`src/rtl/seg7_pkg.sv`:
```
// Shared 7-segment constants: active-low patterns, seg[0]=a .. seg[6]=g.
package seg7_pkg;

    localparam int unsigned SEG_W = 7;
    localparam int unsigned BCD_W = 4;

    localparam logic [SEG_W-1:0] SEG_0    = 7'h40;
    localparam logic [SEG_W-1:0] SEG_1    = 7'h79;
    localparam logic [SEG_W-1:0] SEG_2    = 7'h24;
    localparam logic [SEG_W-1:0] SEG_3    = 7'h30;
    localparam logic [SEG_W-1:0] SEG_4    = 7'h19;
    localparam logic [SEG_W-1:0] SEG_5    = 7'h12;
    localparam logic [SEG_W-1:0] SEG_6    = 7'h02;
    localparam logic [SEG_W-1:0] SEG_7    = 7'h78;
    localparam logic [SEG_W-1:0] SEG_8    = 7'h00;
    localparam logic [SEG_W-1:0] SEG_9    = 7'h10;
    localparam logic [SEG_W-1:0] SEG_DASH = 7'h3F;
    localparam logic [SEG_W-1:0] SEG_OFF  = 7'h7F;

endpackage

```
`src/rtl/seg7_decode.sv`:
```
// Combinational BCD code to active-low segment pattern; codes 10..15 show a dash.
module seg7_decode
    import seg7_pkg::*;
(
    input  logic [BCD_W-1:0] code,
    output logic [SEG_W-1:0] pattern_c
);

    always_comb begin
        pattern_c = SEG_DASH;
        case (code)
            4'd0:    pattern_c = SEG_0;
            4'd1:    pattern_c = SEG_1;
            4'd2:    pattern_c = SEG_2;
            4'd3:    pattern_c = SEG_3;
            4'd4:    pattern_c = SEG_4;
            4'd5:    pattern_c = SEG_5;
            4'd6:    pattern_c = SEG_6;
            4'd7:    pattern_c = SEG_7;
            4'd8:    pattern_c = SEG_8;
            4'd9:    pattern_c = SEG_9;
            default: pattern_c = SEG_DASH;
        endcase
    end

endmodule

```
`src/rtl/seg_scan_mux.sv`:
```
// Multiplexed common-anode 7-segment scanner with per-frame digit snapshot.
// Optional BLANK_LEAD_ZERO_EN: suppress leading zero digits (digit 0 always shown).
module seg_scan_mux
    import seg7_pkg::*;
#(
    parameter int unsigned NDIGITS   = 8,
    parameter int unsigned PRESCALE  = 50000,
    parameter int unsigned BLANK_CYC = 16
) (
    input  logic                         clk,
    input  logic                         reset_n,
    input  logic                         enable,
    input  logic [4*NDIGITS-1:0]         digits,
    output logic [6:0]                   seg,
    output logic [NDIGITS-1:0]           an,
    output logic [$clog2(NDIGITS)-1:0]   scan_idx,
    output logic                         frame_done
);

    localparam int unsigned IDX_W = $clog2(NDIGITS);
    localparam int unsigned CNT_W = $clog2(PRESCALE);
    localparam int unsigned DIG_W = BCD_W * NDIGITS;

    localparam logic [CNT_W-1:0] CNT_LAST  = CNT_W'(PRESCALE - 1);
    localparam logic [CNT_W-1:0] BLANK_END = CNT_W'(BLANK_CYC);
    localparam logic [IDX_W-1:0] IDX_LAST  = IDX_W'(NDIGITS - 1);

    logic [CNT_W-1:0]   pre_cnt;
    logic [DIG_W-1:0]   snapshot;
    logic               primed;
    logic               slot_end;
    logic               frame_wrap;
    logic               load_snap;
    logic               in_blank;
    logic               digit_blank;
    logic [BCD_W-1:0]   cur_digit;
    logic [SEG_W-1:0]   dec_seg;
    logic [NDIGITS-1:0] an_sel;

    assign slot_end   = enable && (pre_cnt == CNT_LAST);
    assign frame_wrap = slot_end && (scan_idx == IDX_LAST);
    assign load_snap  = enable && (frame_wrap || !primed);
    assign in_blank   = (pre_cnt < BLANK_END);

    // Prescaler, scan index and frame pulse; all frozen while disabled.
    always_ff @(posedge clk or negedge reset_n) begin
        if (!reset_n) begin
            pre_cnt    <= '0;
            scan_idx   <= '0;
            frame_done <= 1'b0;
        end else begin
            frame_done <= frame_wrap;
            if (enable) begin
                if (slot_end) begin
                    pre_cnt  <= '0;
                    scan_idx <= (scan_idx == IDX_LAST) ? '0 : scan_idx + IDX_W'(1);
                end else begin
                    pre_cnt <= pre_cnt + CNT_W'(1);
                end
            end
        end
    end

    // Whole-bus snapshot at frame start keeps a frame free of counter-carry tearing.
    always_ff @(posedge clk or negedge reset_n) begin
        if (!reset_n) begin
            snapshot <= '0;
            primed   <= 1'b0;
        end else begin
            if (load_snap) begin
                snapshot <= digits;
            end
            if (enable) begin
                primed <= 1'b1;
            end
        end
    end

    always_comb begin
        cur_digit = '0;
        an_sel    = '1;
        for (int i = 0; i < NDIGITS; i++) begin
            if (scan_idx == IDX_W'(i)) begin
                cur_digit = snapshot[BCD_W*i +: BCD_W];
                an_sel[i] = 1'b0;
            end
        end
    end

`ifdef BLANK_LEAD_ZERO_EN
    // zero_above[i] is set when snapshot digits i..NDIGITS-1 are all zero.
    logic [NDIGITS:0] zero_above;

    always_comb begin
        zero_above          = '0;
        zero_above[NDIGITS] = 1'b1;
        for (int i = NDIGITS - 1; i >= 0; i--) begin
            zero_above[i] = zero_above[i+1] && (snapshot[BCD_W*i +: BCD_W] == 4'd0);
        end
        digit_blank = 1'b0;
        for (int i = 1; i < NDIGITS; i++) begin
            if (scan_idx == IDX_W'(i)) begin
                digit_blank = zero_above[i];
            end
        end
    end
`else
    assign digit_blank = 1'b0;
`endif

    seg7_decode u_decode (
        .code      (cur_digit),
        .pattern_c (dec_seg)
    );

    // Display pins lag the scan state by one cycle; slot start is blanked against ghosting.
    always_ff @(posedge clk or negedge reset_n) begin
        if (!reset_n) begin
            seg <= SEG_OFF;
            an  <= '1;
        end else if (!enable || in_blank) begin
            seg <= SEG_OFF;
            an  <= '1;
        end else begin
            seg <= digit_blank ? SEG_OFF : dec_seg;
            an  <= an_sel;
        end
    end

endmodule

```
`config.mk`:
```
export PLATFORM = sky130hd
export DESIGN_NAME = seg_scan_mux
export DESIGN_NICKNAME = d
export VERILOG_FILES = /design/src/rtl/seg7_pkg.sv /design/src/rtl/seg7_decode.sv /design/src/rtl/seg_scan_mux.sv
export SDC_FILE = /design/constraint.sdc
export NUM_CORES = 1
export LEC_CHECK = 0
export ABC_CLOCK_PERIOD_IN_PS = 3900
export CAP_MARGIN = 20
export CORE_ASPECT_RATIO = 0.75
export CORE_MARGIN = 4
export CORE_UTILIZATION = 30
export CTS_BUF_LIST = sky130_fd_sc_hd__clkbuf_4
export DETAILED_ROUTE_END_ITERATION = 10
export PLACE_DENSITY = 0.53
export SETUP_SLACK_MARGIN = 0.02
export SLEW_MARGIN = 5
export SYNTH_ARGS = -nofsm -noshare
export SYNTH_HDL_FRONTEND = slang
export SYNTH_SLANG_ARGS = --single-unit
```
`constraint.sdc`:
```
create_clock -name clk -period 3.9 [get_ports clk]
set_clock_uncertainty 0.15 [all_clocks]
set_input_delay 0.39 -clock clk [delete_from_list [all_inputs] [get_ports clk]]
set_output_delay 0.39 -clock clk [all_outputs]
set_load 0.01 [all_outputs]
```
==> results.cfg, run 1 <==
[synthesis]
synth_fa_ha_area_frac = 0.0292
yosys.area.top_type = dfrtp_1
netlist.area_leader.share = 0.386
yosysSeqAreaShare = 0.501
synth-seq-cells = 68
syn_area_um2 = 3430
synthXorXnorAreaFrac = 0.0332
syn_inst = 294
synth_top_family_by_area = multiplexers
ys_types = 52
synth_nets = 337
synth_area_leaders = dfrtp_1, mux2_4, dfstp_2
ys_warn_count = 0
syn_avg_cell_area_um2 = 11.7
synth_compound_area_frac = 0.112
synth_simple_gate_area_frac = 0.130
synth_ff_type = dfrtp_1
synth.area.mux_share = 0.147
async_flop_share = 1.00
synth-edff-count = 0

[detailed_routing]
drt_iter0_markers = 132
wl_per_cell_um = 15.4
wl_um = 7580
dr.pass1.iters = 4
num_vias = 2335
via_per_inst = 4.74
drc = 0
antenna_left = 0

[cells_and_area]
drive_gt1_frac = 0.224
final_core_util = 0.382
seq_area_um2 = 1720
final_common_cell = dfrtp_1
final_cell_mix = dfrtp_1, clkdlybuf4s50_1, nand2_1
n_antenna_cell = 0
syn_to_final_growth_pct = 23.1
nets = 391
multi_input_area_um2 = 1560
fillers = 1103
fin_area_um2 = 4230

[timing]
tns_ns = 0
fmax_mhz = 329
rsz0062_at_grt = false
final.period_utilization = 0.780
maxSlewViolCount = 0
worst_pin_slew_ns = 0.708
hold_viol_final = 0
slew-limit-headroom = 0.524
setup_viol = 0
period_needed_ns = 3.04
layout_setup_ws_ns = 0.858

[floorplan]
die_w_um = 132
initial_core_util = 0.310
die-area_um2 = 13200
die_h_um = 101
io_pins = 54
core_um2 = 11100
rows = 33

[worst_setup_path]
critPathArrivalTime_ns = 3.20
rr_worst_depth = 9
crit_end = seg[1]$_DFF_PN1_
worst-setup-path-type = register to register
cp_max_fo = 18
cp-end-kind = register
regToRegSetupSlack_ns = 0.86
r2r_start = scan_idx[1]$_DFFE_PN0P_
reg2reg_to = seg[1]$_DFF_PN1_
startpoint_type = register
required_ns = 4.06
crit_path_start = scan_idx[1]$_DFFE_PN0P_

[clocking]
cts-htree-levels = 3
clk_pin_slew_ns = 0.12
cts.sinks = 68
clkLatencyLatePin_ns = 0.42
cts_max_path_buffers = 2
cts-root-buf = clkbuf_4
cts_tree = built
numCtsBuffers = 9
cts_setup_buffers = 0

[global_routing]
grt_pass1_vias = 2316
met3_usage = 0.0479
grt_antenna_before_repair = 0
grt_max_degree = 52
grt_pass1_wl_um = 12300
busiest_layer = met1
grt_usage = 0.117
use_met2 = 0.164
grt_overflow = 0
grt.met1_usage = 0.168

[pwr]
power_per_cell_area_nw_per_um2 = 408
ir_drop_mv = 0.229
p_leak_nw = 1.80

[job]
drv_cap = 0

[placement]
dpl_worst_slack_ns = 0.783
place.gp.congestion = 0.787
portBuffers = 53
place_area_um2 = 4040
dp_hpwl_um = 5350

[hold_path]
min_path_type = primary input to asynchronous set/reset pin

[run_status]
status = finished clean
## worst max-delay path, stage by stage (launching register included)
cell and delay (ns):
dfrtp_1 0.46, inv_1 0.12, ha_1 0.57, a21oi_1 0.13, a2111oi_0 0.47, a221oi_1 0.20
o31ai_4 0.29, ha_1 0.31, a21oi_1 0.12, o21ai_0 0.11
## report_power, final
part           switching [mW]  total (mW)  internal [mW]
clock                   0.261       0.519          0.257
combinational           0.147       0.330          0.183
sequential             0.0656       0.874          0.808
## worst min-delay path by stage
stage	start	to	slack, ns	cells past startpoint
floorplan	reset_n	frame_done$_DFF_PN0_	-0.06	0
global placement	primed$_DFFE_PN0P_	primed$_DFFE_PN0P_	0.31	1
detailed placement	primed$_DFFE_PN0P_	primed$_DFFE_PN0P_	0.30	1
CTS	reset_n	snapshot[22]$_DFFE_PN0P_	0.02	1
global route	reset_n	snapshot[27]$_DFFE_PN0P_	0.22	2
finish	reset_n	snapshot[25]$_DFFE_PN0P_	0.23	2
## synth_stat cells, types with 3 or more instances
library cell	number
ha_1	8
nor2b_1	6
a211oi_1	5
nand3_1	12
and3_1	4
inv_1	10
dfstp_2	15
nand3b_1	3
nor3_1	3
buf_12	3
mux2_2	3
nor2_1	16
xor2_1	8
a21oi_1	11
o21ai_0	13
xnor2_1	5
buf_4	3
nand2_1	35
buf_2	7
dfrtp_1	53
mux2_4	30
## cells by family (layout without fill, tap and decap cells)
logic type               count (synthesis)  after routing
AO/OA/AOI/OAI                           53             53
XOR/XNOR                                13             13
adder cells (fa/ha/maj)                  8              8
buffers and inverters                   25             84
flip-flops                              68             68
multiplexers                            35             35
AND/OR/NAND/NOR                         92             92
## what timing repair did
| item | CTS | global route |
|---|---|---|
| gates resized for setup | 0 | 0 |
| hold buffers | 0 | 1 |
| endpoints found under the hold margin | 0 | 11 |
## layout make-up
type / count / share of cell area
well taps: 140 / 0.0414
flip-flops and latches: 68 / 0.407
clock buffers: 9 / 0.0160
repair buffers: 58 / 0.137
multi-input cells: 201 / 0.368
inverters: 10 / 0.00888
clock inverters: 7 / 0.0216
## registers in the layout (all words and copies together), names as in the netlist
name        flops
scan_idx        3
seg             7
primed          1
snapshot       32
an              8
frame_done      1
pre_cnt        16
## metal layers
metal	vias to the layer above	wire, um	part of all wire
li1	1143	-	-
met1	1125	3940	0.52
met2	59	3130	0.41
met3	8	452	0.060
met4	0	57	0.0075
met5	-	0	0
## metrics by stage
step / std cells / total power, mW / hold WS, ns
4_1_cts: 491 / 1.75 / 0.0206
3_3_place_gp: 475 / 1.21 / 0.306
6_report: 493 / 1.72 / 0.226
5_1_grt: 493 / 1.82 / 0.215
3_5_place_dp: 475 / 1.22 / 0.301
2_1_floorplan: 294 / 1.06 / -0.0556
Power figures use the tool's default switching activity.
==> inputs of run 2 (changes only) <==
- ABC_CLOCK_PERIOD_IN_PS: 3900 -> 2600
- PLACE_DENSITY: 0.53 -> 0.54
- clock period: 3.9 -> 2.6 ns (I/O delays scaled with it)
==> run 2 against run 1 <==
Against the previous run:
- final cell count is 3.9% higher
- global-route usage up 0.72 points
- maximum frequency rose by 23%
- design area is 5.7% higher
- die area did not move
- clock power increased by 32%
- non-clock buffer count increased by 19
- highest routed layer unchanged
- critical endpoint unchanged
- critical path type unchanged
- combinational power rose by 61%
- setup slack worse by 0.73 ns
==> results.cfg, run 2 (synthesis results as in run 1) <==
[cells_and_area]
final_common_cell = dfrtp_1
syn_to_final_growth_pct = 30.2
final_core_util = 0.404
seq_area_um2 = 1720
instances_no_fill = 512
fillers = 1068
nets = 410
largest_reg_flops = 32
regMostFlops = snapshot
drive_gt1_frac = 0.301
multi_input_area_um2 = 1660
n_antenna_cell = 0
top_regs = snapshot x32, pre_cnt x16, an x8
final_cell_mix = dfrtp_1, clkdlybuf4s50_1, nand2_1

[clocking]
cts_max_path_buffers = 2
cts-root-buf = clkbuf_4
cts.sinks = 68
clkLatencyLatePin_ns = 0.43
clk_pin_slew_ns = 0.12
cts_tree = built
numCtsBuffers = 9
cts-htree-levels = 3

[worst_setup_path]
crit_slowest_cell = dfrtp_1
worst-setup-path-type = register to register
cpPeakStageDelay_ns = 0.42
rr_worst_depth = 10
cp.buffers_inverters = 2
reg2reg_to = seg[1]$_DFF_PN1_
crit_path_start = scan_idx[0]$_DFFE_PN0P_
cp_cell_sequence = ha_2 -> ha_1 -> buf_6 -> o21ai_2 -> a311oi_2 -> o31a_2 -> inv_2 -> ha_2 -> a21oi_1 -> o21ai_1
cp-end-kind = register
crit_top_cell = ha_2
startpoint_type = register
cp_max_fo = 12
cp_top_family = compound AO/OA/AOI/OAI gates
critPathArrivalTime_ns = 2.66
required_ns = 2.80
crit_end = seg[1]$_DFF_PN1_
path_depth = 10
r2r_start = scan_idx[0]$_DFFE_PN0P_
regToRegSetupSlack_ns = 0.13

[placement]
dp_hpwl_um = 5690
portBuffers = 53
place.gp.congestion = 0.835
placedCellCount = 491

[detailed_routing]
wl_um = 7980
antenna_left = 0
dr.pass1.iters = 4
via_per_inst = 4.65
drc = 0
num_vias = 2381
drt_iter0_markers = 126
wl_per_cell_um = 15.6

[pwr]
combPwrFrac = 0.209
power_mw = 2.54
p_seq_frac = 0.520
p_leak_nw = 1.89
p_sw_mw = 0.744
p_sw_frac = 0.293
internal-power_mw = 1.79
ir_drop_mv = 0.264
pwr-share-clk = 0.271
power_per_cell_area_nw_per_um2 = 568

[hold_path]
min_path_type = primary input to asynchronous set/reset pin

[global_routing]
grt_pass1_vias = 2429
grt_max_degree = 69
grt_usage = 0.125
grt_antenna_before_repair = 0
grt.met1_usage = 0.177
use_met2 = 0.173
met3_usage = 0.0484
grt_pass1_wl_um = 12900
grt_overflow = 0
busiest_layer = met1

[timing]
hold_viol_final = 0
rsz0062_at_grt = false
fmax_mhz = 405
worst_pin_slew_ns = 0.553
slew-limit-headroom = 0.631
period_needed_ns = 2.47
final.period_utilization = 0.949
setup_viol = 0
maxSlewViolCount = 0

[floorplan]
rows = 33
core_um2 = 11100
io_pins = 54
die_h_um = 101
die_w_um = 132
die-area_um2 = 13200
initial_core_util = 0.310

[run_status]
status = finished clean

[job]
drv_cap = 0
run 2: what timing repair did:
item | 4_1_cts | 5_1_grt
buffers inserted | 3 | 1
resized for setup | 3 | 22
setup endpoints to repair | 5 | 7
pin swaps | 2 | 4
hold buffers | 1 | 0
hold endpoints to repair | 68 | 0
run 2: worst min-delay path, delay by kind of cell:
kind                   cells  cell delay, ns
buffers and inverters      3            0.94
run 2: routing by layer:
| metal | up-vias | wire length [um] |
|---|---|---|
| met5 | - | 0 |
| met4 | 0 | 114 |
| met3 | 13 | 401 |
| met2 | 50 | 3300 |
| met1 | 1137 | 4170 |
| li1 | 1181 | - |
run 2: how the worst min path moves through the flow:
stage | start | end | slack [ns] | depth (start not counted)
5_1_grt | reset_n | snapshot[18]$_DFFE_PN0P_ | 0.21 | 3
2_1_floorplan | reset_n | frame_done$_DFF_PN0_ | -0.19 | 0
6_report | reset_n | snapshot[18]$_DFFE_PN0P_ | 0.21 | 3
3_5_place_dp | reset_n | snapshot[31]$_DFFE_PN0P_ | 0.16 | 2
4_1_cts | reset_n | snapshot[18]$_DFFE_PN0P_ | 0.21 | 3
3_3_place_gp | reset_n | snapshot[22]$_DFFE_PN0P_ | 0.16 | 2
run 2: power by group through the flow:
stage | clock network (mW) | registers (mW) | logic, mW
after global placement | 0 | 1.34 | 0.496
after global routing | 0.770 | 1.34 | 0.590
after detailed placement | 0 | 1.34 | 0.507
final | 0.687 | 1.32 | 0.532
after floorplan | 0 | 1.33 | 0.267
after CTS | 0.712 | 1.32 | 0.514
run 2: metrics by stage:
stage	setup TNS [ns]	hold slack [ns]	cell area (um^2)	worst slack [ns]
floorplan	0	-0.186	3430	0.0904
global placement	-0.0486	0.162	4180	-0.0486
detailed placement	-0.195	0.164	4180	-0.0952
CTS	0	0.209	4360	0.0100
global route	0	0.212	4470	0.0283
finish	0	0.215	4470	0.132
run 2: final cells by class:
| type | instances | share of cell area |
|---|---|---|
| clock buffers | 9 | 0.0151 |
| clock inverters | 7 | 0.0151 |
| inverters | 10 | 0.00840 |
| multi-input cells | 201 | 0.372 |
| flip-flops and latches | 68 | 0.385 |
| well taps | 140 | 0.0392 |
| repair buffers | 77 | 0.165 |
==> inputs of run 3 (changes only) <==
- ABC_AREA: unset -> 0
==> results of run 3 <==
No change in the layout: final DEF, timing and power equal those of run 2.
==> RTL change (config.mk and constraints of run 3) <==
Register the output `seg` once more, with the module's reset; this adds one clock of latency there. The other outputs are not delayed to match.
--- a/src/rtl/seg_scan_mux.sv
+++ b/src/rtl/seg_scan_mux.sv
@@ -24,6 +24,8 @@
     localparam logic [CNT_W-1:0] CNT_LAST  = CNT_W'(PRESCALE - 1);
     localparam logic [CNT_W-1:0] BLANK_END = CNT_W'(BLANK_CYC);
     localparam logic [IDX_W-1:0] IDX_LAST  = IDX_W'(NDIGITS - 1);
+
+    logic [6:0] seg_s0;
 
     logic [CNT_W-1:0]   pre_cnt;
     logic [DIG_W-1:0]   snapshot;
@@ -116,14 +118,22 @@
     // Display pins lag the scan state by one cycle; slot start is blanked against ghosting.
     always_ff @(posedge clk or negedge reset_n) begin
         if (!reset_n) begin
-            seg <= SEG_OFF;
+            seg_s0 <= SEG_OFF;
             an  <= '1;
         end else if (!enable || in_blank) begin
-            seg <= SEG_OFF;
+            seg_s0 <= SEG_OFF;
             an  <= '1;
         end else begin
-            seg <= digit_blank ? SEG_OFF : dec_seg;
+            seg_s0 <= digit_blank ? SEG_OFF : dec_seg;
             an  <= an_sel;
+        end
+    end
+
+    always_ff @(posedge clk or negedge reset_n) begin
+        if (!reset_n) begin
+            seg <= '0;
+        end else begin
+            seg <= seg_s0;
         end
     end
 
Function: changed (Yosys sat finds a counterexample within 4 cycles, from zero or initial values and one cycle with reset_n low).
==> RTL change against run 3 <==
  * Sequential power increased by 11%
  * Clock power decreased by 10%
  * Worst setup slack got worse by 0.037 ns
  * Power increased by 2.6%
  * Synthesized area increased by 3.3%
  * Final area increased by 2.8%
  * Wire length decreased by 3.0%
  * Sequential cell count increased by 7
  * Critical path type unchanged
  * Largest power group unchanged
==> RTL change: results (changes against run 3) <==
Global route
  – Gr usage total: 12.0% (-0.45 points)
  – Initial antenna violation count: 0 (unchanged)
  – Largest net degree at the start of global routing: 50 (-28%)
  – Vias in the first global route: 2453 (+0.99%)
  – First-pass GRT wire length: 12700 µm (-1.2%)

Yosys
  – Seq/Total Area, Yosys: 53.5% (+3.3 points)
  – Top cells by area, synth: dfrtp_1, mux2_4, dfstp_2
  – Netlist cell types: 52 (unchanged)
  – Net Count, Synth: 332 (-1.5%)
  – Post-synth top cells: dfrtp_1, mux2_4, nand2_1
  – Cells after Synth: 289 (-1.7%)
  – Area fraction of the dominant cell type after synthesis: 42.3% (+3.7 points)
  – Synth Warn #: 0 (unchanged)

Routing
  – Drt wl/cell: 14.6 µm (-6.3%)
  – Final WL: 7740 µm (-3.0%)
  – Post-DRT Antenna Nets: 0 (unchanged)
  – DR iter-0 viols: 73 (-42%)
  – First drt pass iteration count: 4 (unchanged)
  – Vias per std cell: 4.54 (-2.3%)

Clock network
  – CTS HTree Levels: 3 (unchanged)
  – CTS clk-pin slew, worst paths: 0.12 ns (about the same)

Layout
  – Largest regs: snapshot: 32 flops, pre_cnt: 16 flops, an: 8 flops
  – Final net count: 406 (-0.98%)
  – Fill cells: 1153 (+8.0%)
  – Layout cells sized above 1: 30.2% (+0.056 points)
  – Ant. Diodes: 0 (unchanged)

Placed design
  – RePlAce Congestion: 0.816 (-2.2%)
  – DP Area: 0.00435 mm² (+4.1%)
  – HPWL after detailed placement: 5550 µm (-2.4%)
  – Placed Cells: 510 (+3.9%)

Critical path
  – Crit path DAT: 2.73 ns (+0.07 ns)
  – CP max stage cell: dfrtp_1
  – CP max FO: 4 (-8)

Timing
  – Final Setup Violations: 0 (unchanged)
  – Relative slew margins: 59.5% (-3.6 points)

Pwr
  – VDD IR max: 0.000284 V (+7.7%)
  – Switching Power: 0.000754 W (+1.3%)
  – Pleak: 2.00 nW (+5.9%)

Status
  – Outcome: finished clean
## RTL change: power by group through the flow
stage	logic, W	clock network, W	registers [W]
2_1_floorplan	0.000279	0	0.00148
3_3_place_gp	0.000498	0	0.00149
3_5_place_dp	0.000505	0	0.00149
4_1_cts	0.000509	0.000644	0.00147
5_1_grt	0.000566	0.000704	0.00149
6_report	0.000515	0.000618	0.00147
## RTL change: worst max-delay path: cells and delay by family, from the launching register on
kind / cells / cell delay (ns)
AO/OA/AOI/OAI: 4 / 0.73
AND/OR/NAND/NOR: 1 / 0.33
adder cells (fa/ha/maj): 2 / 0.40
flip-flops: 1 / 0.43
multiplexers: 1 / 0.31
buffers and inverters: 1 / 0.10
## RTL change: cell families after synthesis
| family | synth area share, % |
|---|---|
| AOI/OAI and AO/OA | 9.92 |
| xor gates and xnor gates | 3.21 |
| adders and majority gates | 2.82 |
| buffers and inverters | 4.02 |
| DFF | 53.5 |
| muxes | 14.1 |
| and+or+nand+nor | 12.5 |
## RTL change: per-stage QoR
| step | worst slack (ns) | setup TNS [ns] |
|---|---|---|
| global route | -0.0245 | -0.0415 |
| floorplan | 0.0301 | 0 |
| finish | 0.0945 | 0 |
| CTS | 0.0365 | 0 |
| global placement | 0.0921 | 0 |
| detailed placement | 0.0430 | 0 |
## RTL change: layout make-up
type	count	area, µm²	area share [%]
Sequential cell	75	1900	41.3
Multi-Input combinational cell	188	1590	34.7
Timing Repair Buffer	77	739	16.1
Tap cell	162	203	4.41
Clock buffer	10	75.1	1.63
Inverter	12	45.0	0.980
Clock inverter	6	42.5	0.926
## RTL change: worst paths after layout
kind	start	endpoint	slack, ns	cells past startpoint
setup / recovery	scan_idx[1]	seg_s0[6]	0.09	9
hold / removal	reset_n	snapshot[6]	0.21	3
setup reg to reg	scan_idx[1]	seg_s0[6]	0.09	9
hold reg to reg	seg_s0[4]	seg[4]	0.25	0
max in group asynchronous	reset_n	pre_cnt[15]	1.56	3
min in group clk	seg_s0[4]	seg[4]	0.25	0
## RTL change: layer usage
metal  part of all wire [%]  GRT usage (%)  vias up
met5                      0              0        -
met4                    1.5           4.51        0
met3                    5.3           3.69       14
met2                     44           18.1       52
met1                     49           16.4     1177
li1                       -              -     1164
## RTL change: repair_timing
item                                    4_1_cts  5_1_grt
hold endpoints to repair                     60        0
gates resized for setup                       1       17
endpoints found under the setup margin        1        7
setup buffers                                 0        2
hold buffers                                  2        0
pin swaps                                     0        4
